### config.mk
export PLATFORM = sky130hd
export DESIGN_NAME = arc4_engine_flat
export DESIGN_NICKNAME = d
export VERILOG_FILES = /design/src/rtl/arc4_engine_if.sv /design/src/rtl/arc4_engine.sv /design/src/flat_wrapper.sv
export SDC_FILE = /design/constraint.sdc
export NUM_CORES = 1
export LEC_CHECK = 0
export CORE_UTILIZATION = 35
export DETAILED_ROUTE_END_ITERATION = 10
export GPL_ROUTABILITY_DRIVEN = 0
export GPL_TIMING_DRIVEN = 0
export PLACE_DENSITY_LB_ADDON = 0.25
export SLEW_MARGIN = 20
export SYNTH_ARGS = -nofsm -noshare
export SYNTH_HDL_FRONTEND = slang
export SYNTH_SLANG_ARGS = --single-unit
### constraint.sdc
create_clock -name clk -period 4.3 [get_ports clk]
set_clock_uncertainty 0.05 [all_clocks]
set_input_delay 0.86 -clock clk [delete_from_list [all_inputs] [get_ports clk]]
set_output_delay 0.86 -clock clk [all_outputs]
set_load 0.02 [all_outputs]
### src/rtl/arc4_engine_if.sv
// ARC4 engine bus: start/ready handshake, key, and S/CT/PT RAM ports.
// Ports: en, key in; rdy, valid out; s_*, ct_*, pt_* RAM buses.
interface arc4_engine_if #(
  parameter int KEY_BYTES = 3
);
  logic                   en;
  logic                   rdy;
  logic [KEY_BYTES*8-1:0] key;
  logic                   valid;
  logic [7:0]             s_addr;
  logic [7:0]             s_wrdata;
  logic                   s_wren;
  logic [7:0]             s_rddata;
  logic [7:0]             ct_addr;
  logic [7:0]             ct_rddata;
  logic [7:0]             pt_addr;
  logic [7:0]             pt_wrdata;
  logic                   pt_wren;

  modport master (
    output en, key, s_rddata, ct_rddata,
    input  rdy, valid, s_addr, s_wrdata, s_wren,
    input  ct_addr, pt_addr, pt_wrdata, pt_wren
  );

  modport slave (
    input  en, key, s_rddata, ct_rddata,
    output rdy, valid, s_addr, s_wrdata, s_wren,
    output ct_addr, pt_addr, pt_wrdata, pt_wren
  );
endinterface

### src/rtl/arc4_engine.sv
// ARC4 decrypt engine over external S/CT/PT RAMs, optional printable check.
// Ports: clk, rst_n (async low); bus = arc4_engine_if.slave (handshake+RAMs).
module arc4_engine #(
  parameter int         KEY_BYTES  = 3,
  parameter bit         CHECK_MODE = 1'b0,
  parameter logic [7:0] PRINT_LO   = 8'h20,
  parameter logic [7:0] PRINT_HI   = 8'h7E
) (
  input logic         clk,
  input logic         rst_n,
  arc4_engine_if.slave bus
);

  typedef enum logic [3:0] {
    IDLE, INIT,
    KSA_RI, KSA_RJ, KSA_WI, KSA_WJ,
    LEN_RD, LEN_WR,
    P_RI, P_RJ, P_WI, P_WJ, P_RP, P_OUT,
    FINISH
  } state_e;

  state_e     state_q, state_d;
  logic [7:0] i_q, i_d;
  logic [7:0] j_q, j_d;
  logic [7:0] k_q, k_d;
  logic [7:0] len_q, len_d;
  logic [7:0] si_q, si_d;
  logic [7:0] sj_q, sj_d;
  logic [7:0] ct_q, ct_d;
  logic [4:0] kidx_q, kidx_d;
  logic       ok_q, ok_d;
  logic       valid_q, valid_d;
  logic [7:0] kb_q [32];
  logic [7:0] key_b [32];
  logic       load_key;
  logic [7:0] p;

  // Key bytes re-ordered so kb_q[n] is key byte n (MSB first on the port).
  always_comb begin
    for (int b = 0; b < 32; b++) key_b[b] = '0;
    for (int b = 0; b < KEY_BYTES; b++)
      key_b[b] = bus.key[(KEY_BYTES-1-b)*8 +: 8];
  end

  assign load_key  = (state_q == IDLE) && bus.en;
  assign bus.valid = valid_q;
  assign p         = bus.s_rddata ^ ct_q;

  always_ff @(posedge clk or negedge rst_n) begin
    if (!rst_n) begin
      state_q <= IDLE;
      i_q     <= '0;
      j_q     <= '0;
      k_q     <= '0;
      len_q   <= '0;
      si_q    <= '0;
      sj_q    <= '0;
      ct_q    <= '0;
      kidx_q  <= '0;
      ok_q    <= 1'b0;
      valid_q <= 1'b0;
      for (int b = 0; b < 32; b++) kb_q[b] <= '0;
    end else begin
      state_q <= state_d;
      i_q     <= i_d;
      j_q     <= j_d;
      k_q     <= k_d;
      len_q   <= len_d;
      si_q    <= si_d;
      sj_q    <= sj_d;
      ct_q    <= ct_d;
      kidx_q  <= kidx_d;
      ok_q    <= ok_d;
      valid_q <= valid_d;
      if (load_key)
        for (int b = 0; b < 32; b++) kb_q[b] <= key_b[b];
    end
  end

  always_comb begin
    state_d       = state_q;
    i_d           = i_q;
    j_d           = j_q;
    k_d           = k_q;
    len_d         = len_q;
    si_d          = si_q;
    sj_d          = sj_q;
    ct_d          = ct_q;
    kidx_d        = kidx_q;
    ok_d          = ok_q;
    valid_d       = valid_q;
    bus.rdy       = 1'b0;
    bus.s_addr    = '0;
    bus.s_wrdata  = '0;
    bus.s_wren    = 1'b0;
    bus.ct_addr   = '0;
    bus.pt_addr   = '0;
    bus.pt_wrdata = '0;
    bus.pt_wren   = 1'b0;
    unique case (state_q)
      IDLE: begin
        bus.rdy = 1'b1;
        if (bus.en) begin
          state_d = INIT;
          valid_d = 1'b0;
          ok_d    = 1'b0;
          i_d     = '0;
        end
      end
      INIT: begin
        bus.s_addr   = i_q;
        bus.s_wrdata = i_q;
        bus.s_wren   = 1'b1;
        i_d          = i_q + 8'd1;
        if (i_q == 8'hFF) begin
          state_d = KSA_RI;
          j_d     = '0;
          kidx_d  = '0;
        end
      end
      KSA_RI: begin
        bus.s_addr = i_q;
        state_d    = KSA_RJ;
      end
      KSA_RJ: begin
        si_d       = bus.s_rddata;
        j_d        = j_q + bus.s_rddata + kb_q[kidx_q];
        bus.s_addr = j_d;
        state_d    = KSA_WI;
      end
      // Old S[i] is held in si_q, so i==j leaves S[i] intact.
      KSA_WI: begin
        bus.s_addr   = i_q;
        bus.s_wrdata = bus.s_rddata;
        bus.s_wren   = 1'b1;
        state_d      = KSA_WJ;
      end
      KSA_WJ: begin
        bus.s_addr   = j_q;
        bus.s_wrdata = si_q;
        bus.s_wren   = 1'b1;
        i_d          = i_q + 8'd1;
        kidx_d       = (kidx_q == 5'(KEY_BYTES-1)) ? 5'd0 : kidx_q + 5'd1;
        state_d      = (i_q == 8'hFF) ? LEN_RD : KSA_RI;
      end
      LEN_RD: begin
        state_d = LEN_WR;
      end
      LEN_WR: begin
        len_d         = bus.ct_rddata;
        bus.pt_wrdata = bus.ct_rddata;
        bus.pt_wren   = 1'b1;
        i_d           = '0;
        j_d           = '0;
        k_d           = 8'd1;
        if (bus.ct_rddata == 8'd0) begin
          ok_d    = 1'b1;
          state_d = FINISH;
        end else begin
          state_d = P_RI;
        end
      end
      P_RI: begin
        i_d        = i_q + 8'd1;
        bus.s_addr = i_d;
        state_d    = P_RJ;
      end
      P_RJ: begin
        si_d       = bus.s_rddata;
        j_d        = j_q + bus.s_rddata;
        bus.s_addr = j_d;
        state_d    = P_WI;
      end
      P_WI: begin
        sj_d         = bus.s_rddata;
        bus.s_addr   = i_q;
        bus.s_wrdata = bus.s_rddata;
        bus.s_wren   = 1'b1;
        bus.ct_addr  = k_q;
        state_d      = P_WJ;
      end
      P_WJ: begin
        bus.s_addr   = j_q;
        bus.s_wrdata = si_q;
        bus.s_wren   = 1'b1;
        ct_d         = bus.ct_rddata;
        state_d      = P_RP;
      end
      P_RP: begin
        bus.s_addr = si_q + sj_q;
        state_d    = P_OUT;
      end
      P_OUT: begin
        if (CHECK_MODE && (p < PRINT_LO || p > PRINT_HI)) begin
          ok_d    = 1'b0;
          state_d = FINISH;
        end else begin
          bus.pt_addr   = k_q;
          bus.pt_wrdata = p;
          bus.pt_wren   = 1'b1;
          if (k_q == len_q) begin
            ok_d    = 1'b1;
            state_d = FINISH;
          end else begin
            k_d     = k_q + 8'd1;
            state_d = P_RI;
          end
        end
      end
      FINISH: begin
        valid_d = ok_q;
        state_d = IDLE;
      end
      default: state_d = IDLE;
    endcase
  end

endmodule

### src/flat_wrapper.sv
// flat-port wrapper written by rule: the top's interface ports become plain ports
module arc4_engine_flat 
#(
  parameter int         KEY_BYTES  = 3,
  parameter bit         CHECK_MODE = 1'b0,
  parameter logic [7:0] PRINT_LO   = 8'h20,
  parameter logic [7:0] PRINT_HI   = 8'h7E
)
  (clk, rst_n, bus_en, bus_key, bus_s_rddata, bus_ct_rddata, bus_rdy, bus_valid, bus_s_addr, bus_s_wrdata, bus_s_wren, bus_ct_addr, bus_pt_addr, bus_pt_wrdata, bus_pt_wren);
  arc4_engine_if #(.KEY_BYTES(KEY_BYTES)) bus_i ();
  input logic clk;
  input logic rst_n;
  input wire logic [$bits(bus_i.en)-1:0] bus_en;
  input wire logic [$bits(bus_i.key)-1:0] bus_key;
  input wire logic [$bits(bus_i.s_rddata)-1:0] bus_s_rddata;
  input wire logic [$bits(bus_i.ct_rddata)-1:0] bus_ct_rddata;
  output wire logic [$bits(bus_i.rdy)-1:0] bus_rdy;
  output wire logic [$bits(bus_i.valid)-1:0] bus_valid;
  output wire logic [$bits(bus_i.s_addr)-1:0] bus_s_addr;
  output wire logic [$bits(bus_i.s_wrdata)-1:0] bus_s_wrdata;
  output wire logic [$bits(bus_i.s_wren)-1:0] bus_s_wren;
  output wire logic [$bits(bus_i.ct_addr)-1:0] bus_ct_addr;
  output wire logic [$bits(bus_i.pt_addr)-1:0] bus_pt_addr;
  output wire logic [$bits(bus_i.pt_wrdata)-1:0] bus_pt_wrdata;
  output wire logic [$bits(bus_i.pt_wren)-1:0] bus_pt_wren;
  assign bus_i.en = bus_en;
  assign bus_i.key = bus_key;
  assign bus_i.s_rddata = bus_s_rddata;
  assign bus_i.ct_rddata = bus_ct_rddata;
  assign bus_rdy = bus_i.rdy;
  assign bus_valid = bus_i.valid;
  assign bus_s_addr = bus_i.s_addr;
  assign bus_s_wrdata = bus_i.s_wrdata;
  assign bus_s_wren = bus_i.s_wren;
  assign bus_ct_addr = bus_i.ct_addr;
  assign bus_pt_addr = bus_i.pt_addr;
  assign bus_pt_wrdata = bus_i.pt_wrdata;
  assign bus_pt_wren = bus_i.pt_wren;
  arc4_engine #(.KEY_BYTES(KEY_BYTES), .CHECK_MODE(CHECK_MODE), .PRINT_LO(PRINT_LO), .PRINT_HI(PRINT_HI)) u_core (.clk(clk), .rst_n(rst_n), .bus(bus_i));
endmodule
==> metrics.md, run 1 <==
| Metric | Value |
|---|---|
| Post-synthesis average cell area | 9.36 um^2 |
| Req. time, crit path | 3.39 ns |
| Wire length after detailed routing | 15900 um |
| Level count of the clock H-tree | 3 |
| Cell count of the worst reg-to-reg path | 13 |
| Synth Area in XOR/XNOR | between 6 and 7% |
| DP Area | slightly below 7000 um^2 |
| Number of global-route vias before repair | about 5000 |
| Count of final max-slew check failures | 0 |
| Total Die Area | 16800 um^2 |
| Register area | 2280 um^2 |
| Area occupied by multi-input gates | 3460 um^2 |
| Final std cell area, no fill | 7460 um^2 |
| Cell Rows | 46 |
| Residual DRC | 0 |
| Most frequently used cell type in the post-synthesis netlist | sky130_fd_sc_hd__dfrtp_1 |
| Count of final setup violators | 0 |
| Maximum clock frequency | 0.233 GHz |
| Cell types occupying the most area after synthesis | sky130_fd_sc_hd__dfrtp_1, sky130_fd_sc_hd__mux2_2, sky130_fd_sc_hd__ha_1 |
| Cell type with the highest aggregate area in the netlist | sky130_fd_sc_hd__dfrtp_1 |
| Wire length per cell | 17.0 um |
| Final min period | 4.30 ns |
| Clock network latency to the later pin of the worst-skew pair | 0.35 ns |
| Total inserted antenna cells | 0 |
| Count of state elements after synthesis | 91 |
| Share of synthesized cell area in and, or, nand and nor gates | 17.3% |
| Adder-cell area share of the yosys netlist | 6.53% |
| Routed vias | 5053 |
| Portion of synthesized cell area occupied by the leading cell type | approximately 40% |
| Fraction of final layout cells sized beyond drive strength 1 | roughly a fifth |
| Clock transition at path regs | 0.07 ns |
| Library cells used by synthesis | 59 |
| Sequential area share after synthesis | 39.9% |
| Remaining antenna violation count after routing | 0 |
| Y dimension of the die | 130 um |
| Count of pins on the block boundary | 87 |
| Via density per instance | around 5.4 |
| Detailed Routing Iterations Pass 1 | 6 |
| Final HPWL from detailed placement | 12000 um |
| Overall fraction of global-route tracks in use | 19.7% |
| Number of buffers added on ports | 86 |
| Slew at the pin closest to its max-slew limit | 0.876 ns |
| Leakage | 3.28 nW |
| Clock tree root driver cell | sky130_fd_sc_hd__clkbuf_16 |
| Synth-to-Final Area Change | 30.7% |
| Hold Slack | 0.376 ns |
| Count of endpoints failing hold in the final timing report | 0 |
| Share of the clock period used by the worst path | 100% |
| Dominant combinational cell family by area after synthesis | simple AND/OR/NAND/NOR gates |
| P per Cell Area | 355 nW/um^2 |
| Unrepaired setup endpoints after global routing | true |
| Outcome | complete, no violations |
| Pre-CTS setup slack | -1.30 ns |
| Main flop type after synthesis | sky130_fd_sc_hd__dfrtp_1 |
| Peak ir drop on the vdd network | about 0.19 mV |
| Synth async-reset ratio | 100% |
| First-pass GRT wire length | between 20000 and 30000 um |
| Post-layout total power | 0.00265 W |
| Class of the tightest hold or removal check | input pin to asynchronous set/reset pin |
| CTS buffer count | 9 |
| Number of nets in the synthesized netlist | about 680 |
| Number of antenna violations at the first check in global routing | 0 |
| Die boundary width | 130 um |
| Category of the most critical setup path | input pin to output pin |
| Number of violations of the max-capacitance limit | 0 |
| Layout net count | slightly below 800 |
| Synth Area in Compound Gates | 15.5% |
| Critical path fanouts, max | 5 |
| Clk sink count | 91 |
| Core Box Area | 15900 um^2 |
| Starting utilization of the core area | 35.9% |
| Synth cell count leaders | sky130_fd_sc_hd__dfrtp_1, sky130_fd_sc_hd__nand2_1, sky130_fd_sc_hd__nor2_1 |
| Max-Slew Margin vs Limit | 41.2% |
| Number of DRC markers after the initial detailed-route iteration | 400 |
| Clock tree from TritonCTS | yes |
| Worst-case setup margin in the final layout | 0.000825 ns |
| Synth Cell Area | about 5700 um^2 |
| Multiplexer area fraction after synthesis | between 10% and 20% |
| Startpoint type of the worst setup path | input pin |
| Filler instances | 1554 |
| Total global routing overflow | 0 |
| Largest net degree at the start of global routing | 49 |
| Max Buffers Root-to-Sink | 2 |
| Count of synthesis-stage warnings from yosys | 0 |
| Type of destination of the critical path | output pin |
| Count of flip-flops with a built-in enable after synthesis | 0 |
| Synthesized instance count | 610 |
| Arrival @ worst endpoint | 3.39 ns |
metrics by stage:
stage | setup TNS (ns) | util, % | cells
after floorplan | 0 | - | 610
after global placement | -106.33 | 43.0 | 912
after detailed placement | -6.81 | 43.2 | 913
after CTS | -0.0269 | 46.4 | 935
after global routing | -0.178 | 46.9 | 938
final | 0 | 46.9 | 938
final timing paths:
kind,end,from,slack [ns]
worst max-delay path,bus_s_addr[6],bus_s_rddata[3],0.0008
min in group clk,u_core.bus.valid,u_core.ok_q,0.44
max in group asynchronous,u_core.kidx_q[1],rst_n,3.21
worst min register to register,u_core.bus.valid,u_core.ok_q,0.44
worst max register to register,u_core.j_q[7],u_core.j_q[0],1.39
worst min-delay path,u_core.k_q[4],rst_n,0.38
critical path: stages:
cell	delay, ns
sky130_fd_sc_hd__dlygate4sd2_1	0.37
sky130_fd_sc_hd__ha_4	0.36
sky130_fd_sc_hd__nand2_2	0.07
sky130_fd_sc_hd__o31ai_4	0.32
sky130_fd_sc_hd__xor2_2	0.24
sky130_fd_sc_hd__ha_1	0.30
sky130_fd_sc_hd__a21oi_1	0.19
sky130_fd_sc_hd__xnor2_1	0.10
sky130_fd_sc_hd__a22oi_2	0.20
sky130_fd_sc_hd__o211ai_1	0.17
sky130_fd_sc_hd__buf_4	0.19
registers in the layout, summed over array words and instances, names as in the netlist:
signal,count
u_core.kb_q,24
u_core.ct_q,8
u_core.i_q,8
u_core.j_q,8
u_core.k_q,8
u_core.len_q,8
u_core.si_q,8
u_core.sj_q,8
u_core.kidx_q,5
u_core.state_q,4
u_core.bus.valid,1
u_core.ok_q,1
logic make-up (layout without fill, tap and decap cells):
logic type	Yosys count	after routing
AND/OR/NAND/NOR	217	217
AO/OA/AOI/OAI	128	128
flip-flops	91	91
multiplexers	58	58
buffers and inverters	48	160
XOR/XNOR	40	40
adder cells (fa/ha/maj)	28	28
per-layer routing:
metal  global-route usage [%]  share of wire (%)  up-vias
li1                         -                  -     2377
met1                     25.9                 43     2440
met4                     6.57                2.0        0
met5                        0                  0        -
met2                     33.0                 49      209
met3                     3.08                6.5       27
repair_timing:
item / in CTS / in global routing
endpoints found under the hold margin: 0 / 0
resized for setup: 67 / 20
setup buffers: 6 / 4
setup endpoints to repair: 8 / 8
pin swaps: 18 / 10
hold buffers: 0 / 0
power breakdown:
group	total, W	switching (W)	internal, W
clock network	0.000792	0.000348	0.000444
logic	0.000896	0.000443	0.000453
registers	0.000958	0.0000566	0.000902
total	0.00265	0.000847	0.00180
final cells by class:
class / count / area share (%)
buffer: 26 / 1.59
clock buffer: 12 / 3.57
clock inverter: 4 / 0.419
inverter: 21 / 1.06
multi-input combinational: 471 / 46.4
sequential: 91 / 30.6
tap: 216 / 3.62
timing repair buffer: 97 / 12.7
placed cells by master, fill, tap and decap left out, types with 12 or more instances in the layout:
cell and instances:
sky130_fd_sc_hd__inv_1 20, sky130_fd_sc_hd__buf_2 15, sky130_fd_sc_hd__nor2_1 54, sky130_fd_sc_hd__o21ai_0 37, sky130_fd_sc_hd__a21oi_1 19, sky130_fd_sc_hd__xnor2_1 25, sky130_fd_sc_hd__clkdlybuf4s50_1 73, sky130_fd_sc_hd__mux2_2 47
sky130_fd_sc_hd__ha_1 18, sky130_fd_sc_hd__dfrtp_1 90, sky130_fd_sc_hd__nor3_1 16, sky130_fd_sc_hd__nand2_1 74, sky130_fd_sc_hd__nand3_1 25, sky130_fd_sc_hd__buf_4 13, sky130_fd_sc_hd__and2_1 12
Note: power is estimated with default switching activity, not from simulation.
==> run 2: changes to the inputs <==
Settings changed: CAP_MARGIN set to 15.
Clock period 4.3 ns to 4.9 ns, I/O delays scaled along.
==> metrics.md, run 2 (synthesis results as in run 1) <==
| Metric | Value |
|---|---|
| Clock tree root driver cell | sky130_fd_sc_hd__clkbuf_16 (unchanged) |
| Clock tree from TritonCTS | yes (unchanged) |
| Total net switching power | 0.000675 W (was 0.000847 W) |
| Starting utilization of the core area | 35.9% (unchanged) |
| Clock network latency to the later pin of the worst-skew pair | 0.35 ns (about the same) |
| Final core utilization | 45.6% (was 46.9%) |
| Overall fraction of global-route tracks in use | 19.2% (was 19.7%) |
| Number of global-route vias before repair | 4860 (was 4967) |
| Total global routing overflow | 0 (unchanged) |
| Startpoint type of the worst setup path | input pin (unchanged) |
| Most common cell after layout, fill and taps aside | sky130_fd_sc_hd__dfrtp_1 (unchanged) |
| Clock transition at path regs | 0.07 ns (about the same) |
| Wire length after detailed routing | 15500 um (was 15900 um) |
| Wire length per cell | 16.7 um (was 17.0 um) |
| Power share of the clock group | 32.5% (was 29.9%) |
| Remaining antenna violation count after routing | 0 (unchanged) |
| Routed vias | 5011 (was 5053) |
| Max Buffers Root-to-Sink | 2 (unchanged) |
| Maximum clock frequency | about 0.21 GHz |
| Final HPWL from detailed placement | 12000 um (unchanged) |
| CTS buffer count | 9 (unchanged) |
| Total inserted antenna cells | 0 (unchanged) |
| Post-route insts no fill | 931 (was 938) |
| Share of total power in sequential cells | 38.9% (was 36.2%) |
| Slew at the pin closest to its max-slew limit | 0.842 ns (was 0.876 ns) |
| Most frequent cells in the layout | sky130_fd_sc_hd__dfrtp_1, sky130_fd_sc_hd__nand2_1, sky130_fd_sc_hd__clkdlybuf4s50_1 (unchanged) |
| Count of pins on the block boundary | 87 (unchanged) |
| Layout net count | 781 (was 788) |
| Synth-to-Final Area Change | 26.9% (was 30.7%) |
| Fraction of final layout cells sized beyond drive strength 1 | 16.2% (was 19.9%) |
| Leakage | 3.24 nW (was 3.28 nW) |
| DP Area | 6870 um^2 (unchanged) |
| Via density per instance | 5.38 (was 5.39) |
| Peak ir drop on the vdd network | 0.166 mV (was 0.195 mV) |
| Cell internal pwr | 0.00147 W (was 0.00180 W) |
| Class of the tightest hold or removal check | flip-flop to flip-flop (was input pin to asynchronous set/reset pin) |
| CTS hold repair buffers | 0 (unchanged) |
| Met2 WL | 7480 um (was 7780 um) |
| Residual DRC | 0 (unchanged) |
| Y dimension of the die | 130 um (unchanged) |
| Count of endpoints failing hold in the final timing report | 0 (unchanged) |
| Critical path fanouts, max | 6 (was 5) |
| First-pass GRT wire length | 24600 um (was 25200 um) |
| Share of the clock period used by the worst path | 98.5% |
| Final std cell area, no fill | 7240 um^2 (was 7460 um^2) |
| Power share of the combinational group | 28.6% (was 33.9%) |
| Number of buffers added on ports | 86 (unchanged) |
| P per Cell Area | 296 nW/um^2 (was 355 nW/um^2) |
| Largest net degree at the start of global routing | 49 (unchanged) |
| Routed met1 length | 6740 um (was 6760 um) |
| Final min period | between 4 and 5 ns |
| Category of the most critical setup path | input pin to output pin (unchanged) |
| Biggest register | u_core.kb_q (unchanged) |
| Cell Rows | 46 (unchanged) |
| Type of destination of the critical path | output pin (unchanged) |
| Setup TNS | 0 ns (unchanged) |
| Max-Slew Margin vs Limit | 43.4% (was 41.2%) |
| Count of final setup violators | 0 (unchanged) |
| Number of flip-flops in the largest register | 24 (unchanged) |
| Launch instance of the worst min-delay path | u_core.ok_q |
| Proportion of total power due to net switching | 31.5% (was 32.0%) |
| Outcome | complete, no violations (unchanged) |
| Clk sink count | 91 (unchanged) |
| Detailed Routing Iterations Pass 1 | 7 (was 6) |
| Req. time, crit path | 3.87 ns (was 3.39 ns) |
| Launching element of the worst setup path | bus_s_rddata[1] (was bus_s_rddata[3]) |
| Uppermost layer routed | met4 (unchanged) |
| Number of antenna violations at the first check in global routing | 0 (unchanged) |
| Number of DRC markers after the initial detailed-route iteration | 371 (was 400) |
| Met3 routed WL | 1020 um (was 1040 um) |
| Number of placed cells counting well taps | 913 (unchanged) |
| Number of violations of the max-capacitance limit | 0 (unchanged) |
| Level count of the clock H-tree | 3 (unchanged) |
| R2r startpoint | u_core.kidx_q[1] (was u_core.j_q[0]) |
| Total Die Area | 16800 um^2 (unchanged) |
| Die boundary width | 130 um (unchanged) |
| Count of final max-slew check failures | 0 (unchanged) |
| Core Box Area | 15900 um^2 (unchanged) |
| Arrival @ worst endpoint | 3.80 ns (was 3.39 ns) |
==> run 2: per-stage QoR <==
step,setup slack (ns),total power (W),hold WS (ns)
2_1_floorplan,0.501,0.00122,0.401
3_3_place_gp,-0.917,0.00136,0.416
3_5_place_dp,-0.939,0.00137,0.420
5_1_grt,-0.0243,0.00226,0.461
4_1_cts,-0.00926,0.00210,0.438
6_report,0.0741,0.00214,0.442
==> run 2: routing by layer <==
layer	up-vias	GRT usage (%)
li1	2363	-
met1	2415	25.8
met2	213	31.5
met3	20	2.99
met4	0	6.36
met5	-	0
==> run 2: critical path, stage by stage <==
cell	delay, ns
sky130_fd_sc_hd__clkdlybuf4s15_2	0.30
sky130_fd_sc_hd__fa_1	0.50
sky130_fd_sc_hd__a21o_1	0.20
sky130_fd_sc_hd__a21oi_2	0.22
sky130_fd_sc_hd__o21bai_1	0.09
sky130_fd_sc_hd__a21oi_1	0.18
sky130_fd_sc_hd__xnor2_1	0.20
sky130_fd_sc_hd__ha_1	0.33
sky130_fd_sc_hd__a21oi_2	0.16
sky130_fd_sc_hd__o21ai_2	0.10
sky130_fd_sc_hd__xnor2_2	0.16
sky130_fd_sc_hd__o21ai_2	0.20
sky130_fd_sc_hd__buf_4	0.17
==> run 2: layout make-up <==
type	instances	area (um^2)
sequential	91	2280
buffer	27	120
clock inverter	4	31.3
inverter	21	78.8
tap	216	270
multi-input combinational	471	3310
clock buffer	12	267
timing repair buffer	89	890
fill	1565	8640
==> run 2: repair_timing <==
item | in CTS | in global routing
setup buffers | 0 | 2
cloned | 0 | 0
setup endpoints to repair | 7 | 6
pin swaps | 6 | 6
resized for setup | 31 | 18
==> run 2: power groups by stage <==
| stage | clock network [W] | logic, W | registers (W) |
|---|---|---|---|
| 2_1_floorplan | 0 | 0.000387 | 0.000833 |
| 3_5_place_dp | 0 | 0.000531 | 0.000844 |
| 6_report | 0.000697 | 0.000613 | 0.000833 |
| 4_1_cts | 0.000707 | 0.000568 | 0.000830 |
| 3_3_place_gp | 0 | 0.000513 | 0.000843 |
| 5_1_grt | 0.000741 | 0.000678 | 0.000838 |
==> run 2: path summary, 6_finish.rpt <==
path                                         end  slack (ns)  cells after the start
worst max-delay path               bus_s_addr[7]        0.07                     13
worst min-delay path            u_core.bus.valid        0.44                      2
worst max register to register     u_core.j_q[6]        1.80                     14
worst min register to register  u_core.bus.valid        0.44                      2
max in group asynchronous       u_core.kb_q[249]        3.71                      2
min in group asynchronous          u_core.k_q[4]        0.50                      1
==> run 3: changes to the inputs <==
Settings changed: GPL_ROUTABILITY_DRIVEN 0 to 1.
Clock period 4.9 ns to 4.7 ns, I/O delays scaled along.
==> metrics.md, run 3 (synthesis results as in run 1) <==
| Metric | Value |
|---|---|
| Outcome | complete, no violations (unchanged) |
| Slew at the pin closest to its max-slew limit | 0.859 ns (was 0.842 ns) |
| Number of buffer and inverter instances along the worst setup path | 2 (unchanged) |
| Share of the clock period used by the worst path | between 90% and 100% |
| Unrepaired setup endpoints after global routing | true |
| Via density per instance | 5.30 (was 5.38) |
| P per Cell Area | 309 nW/um^2 (was 296 nW/um^2) |
| Level count of the clock H-tree | 3 (unchanged) |
| Fraction of final layout cells sized beyond drive strength 1 | 16.5% (was 16.2%) |
| Number of buffers added on ports | 86 (unchanged) |
| Req. time, crit path | 3.71 ns (was 3.87 ns) |
| Cell-by-cell trace of the critical path | buf_2, ha_4, fa_1, a21o_1, a21oi_2, o21bai_1, a21oi_2, xnor2_2, ha_1, a21oi_1, o21ai_2, xnor2_2, o21ai_2, buf_4 (was clkdlybuf4s15_2, fa_1, a21o_1, a21oi_2, o21bai_1, a21oi_1, xnor2_1, ha_1, a21oi_2, o21ai_2, xnor2_2, o21ai_2, buf_4) |
| Number of global-route vias before repair | 4939 (was 4860) |
| Clock tree from TritonCTS | yes (unchanged) |
| Number of antenna violations at the first check in global routing | 0 (unchanged) |
| Worst-case setup margin in the final layout | 0.0751 ns (was 0.0741 ns) |
| Core Box Area | 15900 um^2 (unchanged) |
| Total global routing overflow | 0 (unchanged) |
| DP Area | 6870 um^2 (unchanged) |
| Final std cell area, no fill | 7250 um^2 (was 7240 um^2) |
| Slowest cell on crit path | sky130_fd_sc_hd__fa_1 (unchanged) |
| Pre-CTS setup slack | -1.11 ns (was -0.939 ns) |
| Detailed Routing Iterations Pass 1 | 6 (was 7) |
| Routed vias | 4935 (was 5011) |
| Clock transition at path regs | 0.06 ns (was 0.07 ns) |
| Number of placed cells counting well taps | 913 (unchanged) |
| Total Die Area | 16800 um^2 (unchanged) |
| Maximum clock frequency | 0.216 GHz |
| Overall fraction of global-route tracks in use | 19.4% (was 19.2%) |
| Arrival @ worst endpoint | 3.63 ns (was 3.80 ns) |
| Number of DRC markers after the initial detailed-route iteration | 303 (was 371) |
| Cell Rows | 46 (unchanged) |
| Residual DRC | 0 (unchanged) |
| Final min period | 4.62 ns |
| Startpoint type of the worst setup path | input pin (unchanged) |
| Leakage | 3.22 nW (was 3.24 nW) |
| Y dimension of the die | 130 um (unchanged) |
| Count of final max-slew check failures | 0 (unchanged) |
| Max-Slew Margin vs Limit | 42.3% (was 43.4%) |
| Top cell family by delay on the critical path | compound AO/OA/AOI/OAI gates (unchanged) |
| Wire length per cell | 16.9 um (was 16.7 um) |
| Post-route insts no fill | 931 (unchanged) |
| Number of violations of the max-capacitance limit | 0 (unchanged) |
| Type of destination of the critical path | output pin (unchanged) |
| Area occupied by multi-input gates | 3340 um^2 (was 3310 um^2) |
| R2r startpoint | u_core.kidx_q[1] (unchanged) |
| Starting utilization of the core area | 35.9% (unchanged) |
| Slowest cell delay on critical path | 0.42 ns (was 0.50 ns) |
| Layout net count | 782 (was 781) |
| Largest net degree at the start of global routing | 71 (was 49) |
| Most frequent cells in the layout | sky130_fd_sc_hd__dfrtp_1, sky130_fd_sc_hd__nand2_1, sky130_fd_sc_hd__clkdlybuf4s50_1 (unchanged) |
| Total inserted antenna cells | 0 (unchanged) |
| Most common cell after layout, fill and taps aside | sky130_fd_sc_hd__dfrtp_1 (unchanged) |
| Clock tree root driver cell | sky130_fd_sc_hd__clkbuf_16 (unchanged) |
| Register area | 2280 um^2 (unchanged) |
| Number of flip-flops in the largest register | 24 (unchanged) |
| Hold Slack | 0.385 ns (was 0.442 ns) |
| Die boundary width | 130 um (unchanged) |
| Wire length after detailed routing | 15700 um (was 15500 um) |
| Count of endpoints failing hold in the final timing report | 0 (unchanged) |
| Critical path fanouts, max | 5 (was 6) |
| Clk sink count | 91 (unchanged) |
| Biggest register | u_core.kb_q (unchanged) |
| Final HPWL from detailed placement | 11900 um (was 12000 um) |
| CTS buffer count | 9 (unchanged) |
| Class of the tightest hold or removal check | input pin to asynchronous set/reset pin (was flip-flop to flip-flop) |
| Remaining antenna violation count after routing | 0 (unchanged) |
| Filler instances | 1547 (was 1565) |
| Max Buffers Root-to-Sink | 2 (unchanged) |
| Cell count of the worst reg-to-reg path | 15 (was 14) |
| Final weighted congestion in routability-driven placement | 0.873 |
| Peak ir drop on the vdd network | 0.181 mV (was 0.166 mV) |
| Clock network latency to the later pin of the worst-skew pair | 0.35 ns (about the same) |
| Register-to-register setup slack | 1.78 ns (was 1.80 ns) |
| Count of final setup violators | 0 (unchanged) |
| First-pass GRT wire length | 24900 um (was 24600 um) |
| Synth-to-Final Area Change | 27.1% (was 26.9%) |
| Count of pins on the block boundary | 87 (unchanged) |
| Setup TNS | 0 ns (unchanged) |
| Endpoint of the most critical register-to-register path | u_core.j_q[6] (unchanged) |
| Category of the most critical setup path | input pin to output pin (unchanged) |
-- run 3: cell count changes in the layout (fill, tap and decap cells not counted), sizes merged --
cell          previous run  this run
buf                     20        23
clkbuf                  28        26
inv                     23        21
clkinvlp                 0         1
dlygate4sd2              3         4
dlymetal6s2s             3         2
-- run 3: timing repair --
action	in CTS	in global routing
hold endpoints to repair	0	0
setup endpoints to repair	7	6
pin swaps	8	7
buffers inserted	1	2
hold buffers	0	0
resized for setup	39	16
-- run 3: report_power, final --
part	internal (W)	leakage, nW	switching, W
Sequential	0.000825	1.14	0.0000442
Clock	0.000373	0.129	0.000307
Combinational	0.000338	1.95	0.000358
Total	0.00154	3.22	0.000709
-- run 3: worst register-to-register path, delay by kind of cell (launching register included) --
| kind | cells | cell delay [ns] |
|---|---|---|
| adder cells (fa/ha/maj) | 2 | 0.60 |
| AND/OR/NAND/NOR | 5 | 0.55 |
| AO/OA/AOI/OAI | 4 | 0.47 |
| flip-flops | 1 | 0.46 |
| buffers and inverters | 2 | 0.40 |
| multiplexers | 1 | 0.14 |
| XOR/XNOR | 1 | 0.13 |
-- run 3: layer usage --
metal,GRT usage [%],part of all wire (%),vias up
met1,24.8,45,2396
li1,-,-,2375
met3,3.73,5.5,19
met2,33.2,48,145
met4,5.88,1.7,0
met5,0,0,-
-- run 3: how the worst max path moves through the flow --
stage / startpoint / endpoint / slack, ns / cells past startpoint
floorplan: bus_s_rddata[0] / bus_s_addr[7] / 0.38 / 12
global placement: bus_s_rddata[0] / bus_s_addr[7] / -1.05 / 14
detailed placement: bus_s_rddata[0] / bus_s_addr[7] / -1.11 / 14
CTS: bus_s_rddata[4] / bus_s_addr[6] / 0.002 / 11
global route: bus_s_rddata[0] / bus_s_addr[2] / -0.03 / 10
finish: bus_s_rddata[0] / bus_s_addr[7] / 0.08 / 14
-- run 3: final cells by class --
type | instances | area share [%]
buffer | 27 | 1.66
sequential | 91 | 31.4
clock inverter | 3 | 0.345
multi-input combinational | 471 | 46.1
clock buffer | 12 | 3.40
timing repair buffer | 90 | 12.3
inverter | 21 | 1.09
tap | 216 | 3.73
-- run 3: stage by stage --
stage	power [W]	utilization [%]
after floorplan	0.00127	-
after global placement	0.00141	43.0
after detailed placement	0.00143	43.2
after CTS	0.00217	45.2
after global routing	0.00237	45.7
final	0.00225	45.7
